[config.mk]
export PLATFORM = sky130hd
export DESIGN_NAME = mem_arbiter
export DESIGN_NICKNAME = d
export VERILOG_FILES = /design/src/rtl/mem_arbiter.sv
export SDC_FILE = /design/constraint.sdc
export NUM_CORES = 1
export LEC_CHECK = 0
export ABC_CLOCK_PERIOD_IN_PS = 6800
export CORE_AREA = 2 2 93 95
export CTS_CLUSTER_DIAMETER = 150
export DETAILED_ROUTE_END_ITERATION = 7
export DIE_AREA = 0 0 95 97
export DONT_BUFFER_PORTS = 1
export SLEW_MARGIN = 20
export SYNTH_ARGS = -nofsm -noshare
export SYNTH_HDL_FRONTEND = slang
export SYNTH_SLANG_ARGS = --single-unit
[constraint.sdc]
create_clock -name clk -period 6.8 [get_ports clk]
set_input_delay 0.34 -clock clk [delete_from_list [all_inputs] [get_ports clk]]
set_output_delay 0.34 -clock clk [all_outputs]
set_load 0.01 [all_outputs]
[src/rtl/mem_arbiter.sv]
`default_nettype none
// +----------------------------------------------------------------------------+
// | mem_arbiter: three-port round-robin arbiter in front of one sync RAM.      |
// | Revision: 1.0                                                              |
// +----------------------------------------------------------------------------+
module mem_arbiter #(
  parameter int ADDR_W = 8,
  parameter int DATA_W = 32
) (
  input  logic                clk,
  input  logic                rst,
  input  logic [2:0]          req,
  input  logic [2:0]          we,
  input  logic [3*ADDR_W-1:0] addr,
  input  logic [3*DATA_W-1:0] wdata,
  output logic [2:0]          gnt,
  output logic [2:0]          rvalid,
  output logic [DATA_W-1:0]   rdata,
  output logic                mem_en,
  output logic                mem_we,
  output logic [ADDR_W-1:0]   mem_addr,
  output logic [DATA_W-1:0]   mem_wdata,
  input  logic [DATA_W-1:0]   mem_rdata
);

  logic [1:0]        rr_q, rr_d;
  logic              mem_en_q, mem_en_d;
  logic              mem_we_q, mem_we_d;
  logic [ADDR_W-1:0] mem_addr_q, mem_addr_d;
  logic [DATA_W-1:0] mem_wdata_q, mem_wdata_d;
  logic [1:0]        owner_q, owner_d;
  logic [2:0]        rvalid_q, rvalid_d;

  logic [1:0] start;
  logic [1:0] cand0, cand1, cand2;
  logic [1:0] win;
  logic       accept;

  // Search order is rr, rr+1, rr+2 (mod 3); an out-of-range pointer acts as 0.
  always_comb begin
    start = (rr_q == 2'd3) ? 2'd0 : rr_q;
    cand0 = start;
    cand1 = (start == 2'd2) ? 2'd0 : start + 2'd1;
    cand2 = (start == 2'd0) ? 2'd2 : start - 2'd1;
    win   = cand0;
    if (req[cand0])      win = cand0;
    else if (req[cand1]) win = cand1;
    else if (req[cand2]) win = cand2;
    accept = (|req) && !rst;
    gnt    = accept ? (3'b001 << win) : 3'b000;
  end

  always_comb begin
    rr_d        = rr_q;
    mem_en_d    = 1'b0;
    mem_we_d    = 1'b0;
    mem_addr_d  = mem_addr_q;
    mem_wdata_d = mem_wdata_q;
    owner_d     = owner_q;
    if (accept) begin
      mem_en_d    = 1'b1;
      mem_we_d    = we[win];
      mem_addr_d  = addr[int'(win)*ADDR_W +: ADDR_W];
      mem_wdata_d = wdata[int'(win)*DATA_W +: DATA_W];
      owner_d     = win;
      rr_d        = (win == 2'd2) ? 2'd0 : win + 2'd1;
    end
    rvalid_d = (mem_en_q && !mem_we_q) ? (3'b001 << owner_q) : 3'b000;
  end

  always_ff @(posedge clk) begin
    if (rst) begin
      rr_q        <= 2'd0;
      mem_en_q    <= 1'b0;
      mem_we_q    <= 1'b0;
      mem_addr_q  <= '0;
      mem_wdata_q <= '0;
      owner_q     <= 2'd0;
      rvalid_q    <= 3'b000;
    end else begin
      rr_q        <= rr_d;
      mem_en_q    <= mem_en_d;
      mem_we_q    <= mem_we_d;
      mem_addr_q  <= mem_addr_d;
      mem_wdata_q <= mem_wdata_d;
      owner_q     <= owner_d;
      rvalid_q    <= rvalid_d;
    end
  end

  assign mem_en    = mem_en_q;
  assign mem_we    = mem_we_q;
  assign mem_addr  = mem_addr_q;
  assign mem_wdata = mem_wdata_q;
  assign rvalid    = rvalid_q;
  assign rdata     = mem_rdata;

endmodule
`default_nettype wire
==> run metrics <==
Mapped Area 0.00285 sq mm; Top-Level Pins 240; HP Start rst; commonest non-fill, non-tap cell in the layout dfxtp_1; grt total ovfl 0; P per Cell Area 470 mW/mm^2; Critical Path Sink Type flip-flop; measured slew at the worst slew-check pin 0.887 ns; post-layout util 33.3%; core area 0.00813 sq mm; first drt pass iteration count 4; Starting Density 35.0%; largest area contributor in the netlist dfxtp_1; Setup Skew 0.00873 ns; PostCTS Resize Cnt 0; Bufs on Longest Clock Path 2; Net Sw Frac 42.1%; RSZ-0062 raised after global routing false; crit path launch type flip-flop; worst r2r src rr_q[0]$_SDFFE_PP0P_; Max VDD drop 221 uV; CTS tree yes; R2R setup slack 3.69 ns; Rel. slew slack 40.7%; # port buffers 0; Synth Warn # 0; internal power 0.739 mW; fin crit period 3.11 ns; setup_tns 0 ns; worst hold stages 1; cells on worst reg2reg path 8; GRT Util Overall 14.3%; final hold vios 0; mean routed wirelength per cell 17.6 microns; nets 447; CTS Sinks 49; width of the die 95 microns; FF-to-FF End mem_addr[1]$_SDFFE_PP0P_; Worst-path clk slew 0.09 ns; Worst Setup Path Type flip-flop to flip-flop; Yosys top cell area share 34.5%; Vias 2150; die area 0.00922 sq mm; routed vias/inst 5.54; first-pass GRT wire length 10500 microns; # DRC 0; endpoint of the worst hold path mem_en$_SDFF_PP0_; most frequent cells in the layout 49 x dfxtp_1, 48 x nand2_1, 45 x inv_1; Max-Cap Viols 0; initial DRC count 69; period utilization 45.8%; Clock power frac 13.8%; P_leak 1.13 nW; vias in the first global route 2121; Min-Delay Path Class input pin to flip-flop; H-tree Lvls 2; status completed; Max Freq 321 MHz; CP required 6.95 ns; Mapped Cells 327; GP Congestion 0.734; post-synthesis register bit count 49; TritonCTS Buffers 5; post-CTS setup buffers 0; WP data arrival 3.26 ns; Die Ht 97 microns; antenna cells 0; Synthesized Nets 491; sequential power share 43.3%; main area contributors after synthesis dfxtp_1 34%, mux2i_1 15%, o221ai_1 12%; maximum number of pins on one net before global-route repair 45; Post-DP HPWL 4810 microns; Switch Pwr 0.536 mW; share of cells above drive strength 1 4.95%; final count of pins violating max slew 0; std cell rows 33; crit-path max FO 23; synthesized area per cell 8.70 sq um; endpoints failing setup 0; Detail Route Antenna Nets 0; area grow syn2layout -4.71%; Combinational Power Share 42.9%; final wirelength 6840 microns; sequential element share of the synthesized area 34.5%; worst skew pair latency 0.30 ns; library cells used by synthesis 39; initial antenna violation count 0; hold buffer count at CTS 0; Root Driver clkbuf_8
[cell usage after synthesis]
master,n
buf_6,1
dfxtp_1,49
nor3b_1,2
a21oi_1,2
buf_2,6
clkbuf_1,8
nor2b_1,2
ha_1,4
a21o_1,1
buf_12,4
a22o_1,1
nand3_1,2
nand2_1,48
buf_4,32
o21ai_0,3
and2b_1,1
a31oi_1,2
nor4_2,1
or3b_2,1
nand2_2,1
nor2_1,7
a211oi_1,1
mux2_2,1
o2bb2ai_1,1
mux2i_1,42
o21bai_1,2
a31o_1,1
o22ai_1,2
a2bb2oi_1,1
and3b_1,2
and3_1,1
and2_1,1
inv_1,45
o21ai_1,3
o221ai_1,40
buf_1,2
nand3b_1,1
nor3_1,2
a22oi_1,1
[per-layer routing]
layer  part of all wire, %  global-route usage, %  up-vias
met2                    51                   25.7      124
met4                   1.8                   5.80        0
met3                   8.2                   4.21       22
met1                    39                   15.4      997
met5                     0                      0        -
li1                      -                      -     1007
[sequential cells by signal (all words and copies together), names as in the netlist]
signal / count
mem_wdata: 32
mem_addr: 8
rvalid: 3
owner_q: 2
rr_q: 2
mem_en: 1
mem_we: 1
[power groups by stage]
| stage | Sequential (mW) | Clock [mW] | Combinational (mW) |
|---|---|---|---|
| floorplan | 0.532 | 0 | 0.556 |
| global route | 0.568 | 0.198 | 0.604 |
| detailed placement | 0.559 | 0 | 0.555 |
| finish | 0.552 | 0.177 | 0.547 |
| CTS | 0.555 | 0.185 | 0.553 |
| global placement | 0.559 | 0 | 0.534 |
[worst max path at each step]
stage	end	from	cells past startpoint
finish	mem_addr[1]$_SDFFE_PP0P_	rr_q[0]$_SDFFE_PP0P_	8
global route	mem_addr[1]$_SDFFE_PP0P_	rr_q[1]$_SDFFE_PP0P_	9
CTS	mem_addr[1]$_SDFFE_PP0P_	rr_q[0]$_SDFFE_PP0P_	8
detailed placement	mem_addr[1]$_SDFFE_PP0P_	rr_q[0]$_SDFFE_PP0P_	8
global placement	mem_addr[1]$_SDFFE_PP0P_	rr_q[0]$_SDFFE_PP0P_	8
floorplan	gnt[1]	rr_q[0]$_SDFFE_PP0P_	10
[metrics by stage]
step,instance area (sq um),hold WS (ns),power (mW),setup WS (ns),instances
3_5_place_dp,2630,0.473,1.11,3.61,381
4_1_cts,2710,0.195,1.29,3.60,388
6_report,2710,0.203,1.28,3.69,388
5_1_grt,2710,0.203,1.37,3.39,388
3_3_place_gp,2630,0.470,1.09,3.72,381
2_1_floorplan,2850,0.432,1.09,4.46,327
[final cells by class]
class                           instances  area, sq um
Clock buffer                            7         86.3
Fill cell                             814         5420
Inverter                               45          169
Multi-Input combinational cell        180         1330
Sequential cell                        49          981
Tap cell                              105          131
Timing Repair Buffer                    2         15.0
[kinds of logic (layout without fill, tap and decap cells)]
| kind of cell | after synthesis | after routing | synth area share [%] |
|---|---|---|---|
| adders and majority gates | 4 | 4 | 1.76 |
| DFF | 49 | 49 | 34.5 |
| muxes | 43 | 43 | 15.2 |
| and+or+nand+nor | 72 | 72 | 11.5 |
| buffers and inverters | 98 | 54 | 20.0 |
| AOI/OAI and AO/OA | 61 | 61 | 17.2 |
[worst max-delay path: stages (launching register included)]
cell       delay, ns
dfxtp_1         0.38
inv_1           0.08
ha_1            0.40
a211oi_1        0.26
a31oi_1         0.18
o2bb2ai_4       0.69
buf_4           0.50
mux2i_1         0.30
o221ai_1        0.14
Power figures use the tool's default switching activity.
